--- src/rtl/down4bit_timer.sv ---
// down4bit_timer: loadable down counter with start/pause control and a
// one-cycle terminal-count strobe, usable as a programmable delay/event timer.
//
// Ports:
//   clk_i       clock, all state updates on the rising edge
//   reset_i     asynchronous reset, active-high
//   load_i      load load_val_i into count and reload register (highest priority)
//   load_val_i  value to load (WIDTH bits)
//   start_i     launch counting (from IDLE, or restart from DONE)
//   pause_i     freeze counting while running
//   count_o     current count, registered
//   busy_o      high while RUN or HOLD
//   zero_o      combinational, count_o == 0
//   done_o      registered one-cycle terminal-count pulse
//
// Optional feature: define DOWN4BIT_TIMER_AUTORELOAD_EN for periodic
// operation (count wraps from 0 back to the reload value, DONE never entered).
// Latency: load/start take effect on the edge they are sampled; first
// decrement one edge after start; done rises V edges after start of value V.
// Backpressure: none; pause_i stalls the count, each pause episode of k
// cycles costs k+1 cycles because leaving HOLD does not decrement.

module down4bit_timer #(
    parameter int WIDTH = 4
) (
    input  logic             clk_i,
    input  logic             reset_i,
    input  logic             load_i,
    input  logic [WIDTH-1:0] load_val_i,
    input  logic             start_i,
    input  logic             pause_i,
    output logic [WIDTH-1:0] count_o,
    output logic             busy_o,
    output logic             zero_o,
    output logic             done_o
);

    typedef enum logic [1:0] {
        S_IDLE = 2'd0,
        S_RUN  = 2'd1,
        S_HOLD = 2'd2,
        S_DONE = 2'd3
    } state_t;

    localparam logic [WIDTH-1:0] CNT_ZERO = '0;
    localparam logic [WIDTH-1:0] CNT_ONE  = {{(WIDTH-1){1'b0}}, 1'b1};
    localparam logic [WIDTH-1:0] CNT_ALL1 = {WIDTH{1'b1}};

    state_t           state_q,  state_d;
    logic [WIDTH-1:0] count_q,  count_d;
    logic [WIDTH-1:0] reload_q, reload_d;
    logic             done_q,   done_d;

    always_ff @(posedge clk_i or posedge reset_i) begin
        if (reset_i) begin
            state_q  <= S_IDLE;
            count_q  <= CNT_ALL1;
            reload_q <= CNT_ALL1;
            done_q   <= 1'b0;
        end else begin
            state_q  <= state_d;
            count_q  <= count_d;
            reload_q <= reload_d;
            done_q   <= done_d;
        end
    end

    always_comb begin
        state_d  = state_q;
        count_d  = count_q;
        reload_d = reload_q;
        done_d   = 1'b0;

        if (load_i) begin
            // load overrides start/pause in every state
            count_d  = load_val_i;
            reload_d = load_val_i;
            state_d  = S_IDLE;
        end else begin
            unique case (state_q)
                S_IDLE: begin
                    // entering RUN does not decrement; a zero count cannot start
                    if (start_i && (count_q != CNT_ZERO)) begin
                        state_d = S_RUN;
                    end
                end
                S_RUN: begin
                    if (pause_i) begin
                        state_d = S_HOLD;
                    end else if (count_q == CNT_ONE) begin
                        // terminal step handled explicitly so count never wraps
                        count_d = CNT_ZERO;
                        done_d  = 1'b1;
`ifdef DOWN4BIT_TIMER_AUTORELOAD_EN
                        state_d = S_RUN;
`else
                        state_d = S_DONE;
`endif
                    end else if (count_q == CNT_ZERO) begin
`ifdef DOWN4BIT_TIMER_AUTORELOAD_EN
                        // the zero cycle closes the period, then reload
                        count_d = reload_q;
`else
                        // not reachable in one-shot mode; park safely
                        state_d = S_DONE;
`endif
                    end else begin
                        count_d = count_q - CNT_ONE;
                    end
                end
                S_HOLD: begin
                    // resume without decrementing on this edge
                    if (!pause_i) begin
                        state_d = S_RUN;
                    end
                end
                S_DONE: begin
                    if (start_i && (reload_q != CNT_ZERO)) begin
                        count_d = reload_q;
                        state_d = S_RUN;
                    end
                end
                default: begin
                    state_d = S_IDLE;
                end
            endcase
        end
    end

    assign count_o = count_q;
    assign busy_o  = (state_q == S_RUN) || (state_q == S_HOLD);
    assign zero_o  = (count_q == CNT_ZERO);
    assign done_o  = done_q;

endmodule
--- config.mk ---
export PLATFORM = sky130hd
export DESIGN_NAME = down4bit_timer
export DESIGN_NICKNAME = d
export VERILOG_FILES = /design/src/rtl/down4bit_timer.sv
export SDC_FILE = /design/constraint.sdc
export NUM_CORES = 1
export LEC_CHECK = 0
export ABC_AREA = 1
export CORE_MARGIN = 3
export CORE_UTILIZATION = 40
export DETAILED_ROUTE_END_ITERATION = 10
export PLACE_DENSITY = 0.69
export SKIP_LAST_GASP = 1
export SYNTH_ARGS = -nofsm -noshare
export SYNTH_HDL_FRONTEND = slang
export SYNTH_SLANG_ARGS = --single-unit
export TNS_END_PERCENT = 5
--- constraint.sdc ---
create_clock -name clk_i -period 2.1 [get_ports clk_i]
set_clock_uncertainty 0.2 [all_clocks]
set_input_delay 0.21 -clock clk_i [delete_from_list [all_inputs] [get_ports clk_i]]
set_output_delay 0.21 -clock clk_i [all_outputs]
set_load 0.01 [all_outputs]
**Yosys cells after proc, flatten, opt, wreduce, memory -nomap -nowiden**

Cells that the tools add are included.

- $add $sub $neg: 1
- Equality and inequality tests: 10
- Multiplexer cells: 18
- Reductions and logical operators: 10

Operators with widths:

| cell | number |
|---|---|
| 4-bit 2-to-1 mux | 5 |
| 2-bit 2-to-1 mux | 7 |
| 3-bit != test, second input constant | 4 |
| 2-bit one-hot mux with 4 select lines | 1 |
| 4-bit one-hot mux with 2 select lines | 1 |
| 4-bit AND reduction | 2 |
| 4-bit nonzero test | 2 |
| 5-bit != test, second input constant | 1 |
| 2-bit equality test, second input constant | 2 |
| 4-bit by 1-bit equality test with 1-bit output, second input constant | 1 |
| 4-bit logical NOT | 1 |
| 1-bit 2-to-1 mux | 4 |
| 4-bit != test, second input constant | 1 |
| 4-bit by 1-bit subtractor with 4-bit output, second input constant | 1 |
| 3-bit nonzero test | 1 |
| 2-bit by 1-bit equality test with 1-bit output, second input constant | 1 |
| 1-bit logical AND | 2 |
| 2-bit logical NOT | 1 |
| 1-bit logical OR | 1 |

- Flip-flop bits (word level): 11
- Bits of input ports: 9
- Output and inout bits: 7
- Word-level logic and storage cells: 43

**Longest topological paths before layout**

- Word-level depth: 6
- Mapped depth: 9
- Mapped depth without buffers: 9

**Least setup slack after synthesis**

No wires, ideal clock.

- Path kind: reg2reg
- Start point: register count_q[0], in the netlist count_o[0]
- End point: register state_q[0]
- Setup time: 0.121 ns
- Arrival time: 1.281 ns
- Slack: 0.498 ns
- Stages on the path, launching flop included: 9
- Path buffers: 0
- Clock period less this slack: 1.602 ns
- Cells stage by stage: dfstp_2 > inv_1 > ha_1 > nand2_2 > nand2_1 > nand2_1 > nand2_2 > o21bai_1 > nand2_1

- Word-level cells in the longest chain between the ends: 5
- Elaborated cells between the ends (all ways): 11

RTL lines:

| element | RTL line | RTL |
|---|---|---|
| start, declared | 50 | `logic [WIDTH-1:0] count_q, count_d;` |
| start signal, assigned | 62 | `count_q <= count_d;` |
| 4-bit by 1-bit equality test with 1-bit output | 90 | `end else if (count_q == CNT_ONE) begin` |
| 2-bit 2-to-1 mux | 90 |  |
| 2-bit 2-to-1 mux | 88 | `if (pause_i) begin` |
| 2-bit one-hot mux with 4 select lines | 80 | `unique case (state_q)` |
| 2-bit 2-to-1 mux | 74 | `if (load_i) begin` |
| end signal, assigned | 61 | `state_q <= state_d;` |
| end, declared | 49 | `state_t state_q, state_d;` |

Several ways; a longest one is shown, not always the timed one.
A chain may end at the register's enable or synchronous reset.

**Worst setup path after layout**

- Start point: register state_q[0]
- End point: output port busy_o

- Word-level cells in the longest chain between the ends: 2
- Elaborated cells between the ends (all ways): 3

RTL lines:

| element | RTL line | RTL |
|---|---|---|
| 2-bit by 1-bit equality test with 1-bit output or 2-bit equality test (tied branches) | 131 | `assign busy_o = (state_q == S_RUN) \|\| (state_q == S_HOLD);` |
| 1-bit logical OR * | 131 |  |
| end, declared | 33 | `output logic busy_o,` |

Mark *: on every way between the ends. The rest lies on a longest branch, timed or not.

==> impl_results.md <==
- Synth area leaders: dfstp_2 (25%), nand2_1 (16%), ha_1 (10%)
- Vias/cell: 4.53
- Syn_area_per_cell: between 7 and 8 µm²
- Post-CTS Setup Bufs: 0
- Worst-path clk slew: approximately 80 ps
- Worst-Margin Slew: roughly 430 ps
- Finished layout cell area: 1040 µm²
- Die area: 2670 µm²
- Register area share after synthesis: between 30% and 40%
- Post-layout min period: 1990 ps
- Fillcell total: about 200
- Commonest non-fill, non-tap cell in the layout: nand2_1
- Post-route ant nets: 0
- Setup Crit Path Kind: register to output port
- Hold Violations, Final: 0
- Vias in the first global route: 667
- Antenna violations before repair: 0
- # H-tree levels: 1
- CTS tree: done
- Setup crit start: state_q[0]
- Residual DRC: 0
- Starting DRT DRC Count: 7
- Avg WL per Cell: 10.5 µm
- Synthesized instance count: 110
- CP Max Fanout: 4
- Vias: between 600 and 700
- Max frequency: about 500 MHz
- Slew Limit Fails: 0
- Most frequent cells in the layout: nand2_1 (36), inv_1 (16), clkdlybuf4s50_1 (14)
- Max IR drop VDD: 0.000643 V
- Crit path capture type: output port
- Placer Congestion: 0.801
- Max_slew headroom: a little under three quarters
- Die span in y: 51.7 µm
- Placed Instances: 150
- Leak: around 0.55 nW
- Syn nets: 126
- Area after DPL: 1010 µm²
- Core area: between 1500 and 2000 µm²
- TritonCTS Buffers: 3
- GRT overflow: 0
- MaxCap Viol Count: 0
- Pwr Density: 1190 nW/µm²
- Yosys reg bits: 11
- Post-synthesis cell type count: 21
- Insertion delay to the later sink of the worst-skew pair: 280 ps
- Synth warn: 0
- Critical Path Source Type: register
- Hold Crit Class: primary input to async pin
- Layout cells sized above 1: between 20% and 30%
- Final #Nets: roughly 150
- Initial Util: 45.4%
- Reg2Reg Depth: 8
- Io pins: 16
- Outcome: completed
- P&R area growth vs syn: 24.3%
- Tot GR Track Use: 14.9%
- First-pass GRT wire length: 2890 µm
- Largest net degree at the start of global routing: 12
- Setup TNS: 0 ps
- Root Buffer: clkbuf_4
- Reg2Reg Setup Slack: 380 ps
- RSZ-0062 raised after global routing: false
- CTS max path bufs: 2
- Die Span X: just over 50 µm
- Clock sinks: 11
- Fin cells: 154
- Pwr Total: between 1 and 1.5 mW
- Post-Syn Area: 836 µm²
- Row count: 15
- Detailed Place HPWL: 1340 µm
- Worst reg2reg path endpoint: state_q[1]
- CP required: 1690 ps
- Top-area cell type share of the netlist area: 25.1%
- Total Wirelength: about 1600 µm
- Cts hold-fix bufs: 0
- Buffers on Ports: 15
- Final worst path period share: between 90% and 100%
- Setup violations, final: 0
- ANT cells: 0
- First-pass detailed-route iteration total: 4
- Reg2reg start: count_o[0]
- Dominant cell type by area after synthesis: dfstp_2
- CP arrival: about 1600 ps
layer usage:
metal	share of wire [%]	track usage, %
met5	0	0
met4	1.7	5.24
met2	45	23.5
met1	48	18.4
met3	5.1	6.02
cells by family (layout without fill, tap and decap cells):
| family | after synthesis | after routing | synth area share [%] |
|---|---|---|---|
| AO/OA/AOI/OAI | 11 | 11 | 8.53 |
| XOR/XNOR | 1 | 1 | 1.05 |
| adder cells (fa/ha/maj) | 7 | 7 | 10.5 |
| buffers and inverters | 19 | 38 | 9.43 |
| flip-flops | 11 | 11 | 34.1 |
| AND/OR/NAND/NOR | 61 | 61 | 36.4 |
synth_stat cells, drive strengths merged:
master / instances
buf: 1
nor3: 1
xor2: 1
nand4: 2
nand2: 43
dfstp: 8
inv: 18
o21ai: 7
dfrtp: 3
o21bai: 2
nor2: 10
ha: 7
a21oi: 2
nand3: 5
critical path: stages, from the launching register on:
cell and delay [ps]:
dfrtp_1 370, inv_1 110, ha_1 300, clkdlybuf4s50_1 530
sequential cells by signal, summed over array words and instances (netlist names):
register  flops
count_o       4
done_o        1
state_q       2
reload_q      4
power breakdown:
part	total (mW)	switching (mW)	internal [mW]	leakage [nW]
Clock	0.149	0.0757	0.0737	0.0150
Combinational	0.704	0.391	0.313	0.416
Sequential	0.382	0.0717	0.310	0.123
Total	1.24	0.539	0.697	0.554
worst max path at each step:
stage,endpoint
CTS,busy_o
floorplan,state_q[0]
detailed placement,zero_o
finish,busy_o
global placement,zero_o
global route,busy_o
metrics by stage:
step	setup slack [ps]	hold slack, ps	util, %
after global routing	15.6	66.8	56.5
after CTS	88.1	25.3	56.5
after floorplan	498	-143	-
after detailed placement	224	269	55.1
after global placement	269	265	55.1
final	109	23.9	56.5
what timing repair did:
item,CTS,global route
endpoints found under the hold margin,0,0
endpoints found under the setup margin,1,0
resized for setup,1,0
final cells by class:
class / count / area, µm² / area share (%)
Tap cell: 25 / 31.3 / 3.01
Clock buffer: 4 / 26.3 / 2.53
Inverter: 18 / 67.6 / 6.51
Sequential cell: 11 / 285 / 27.5
Timing Repair Buffer: 16 / 156 / 15.1
Multi-Input combinational cell: 80 / 472 / 45.4
Power figures use the tool's default switching activity.
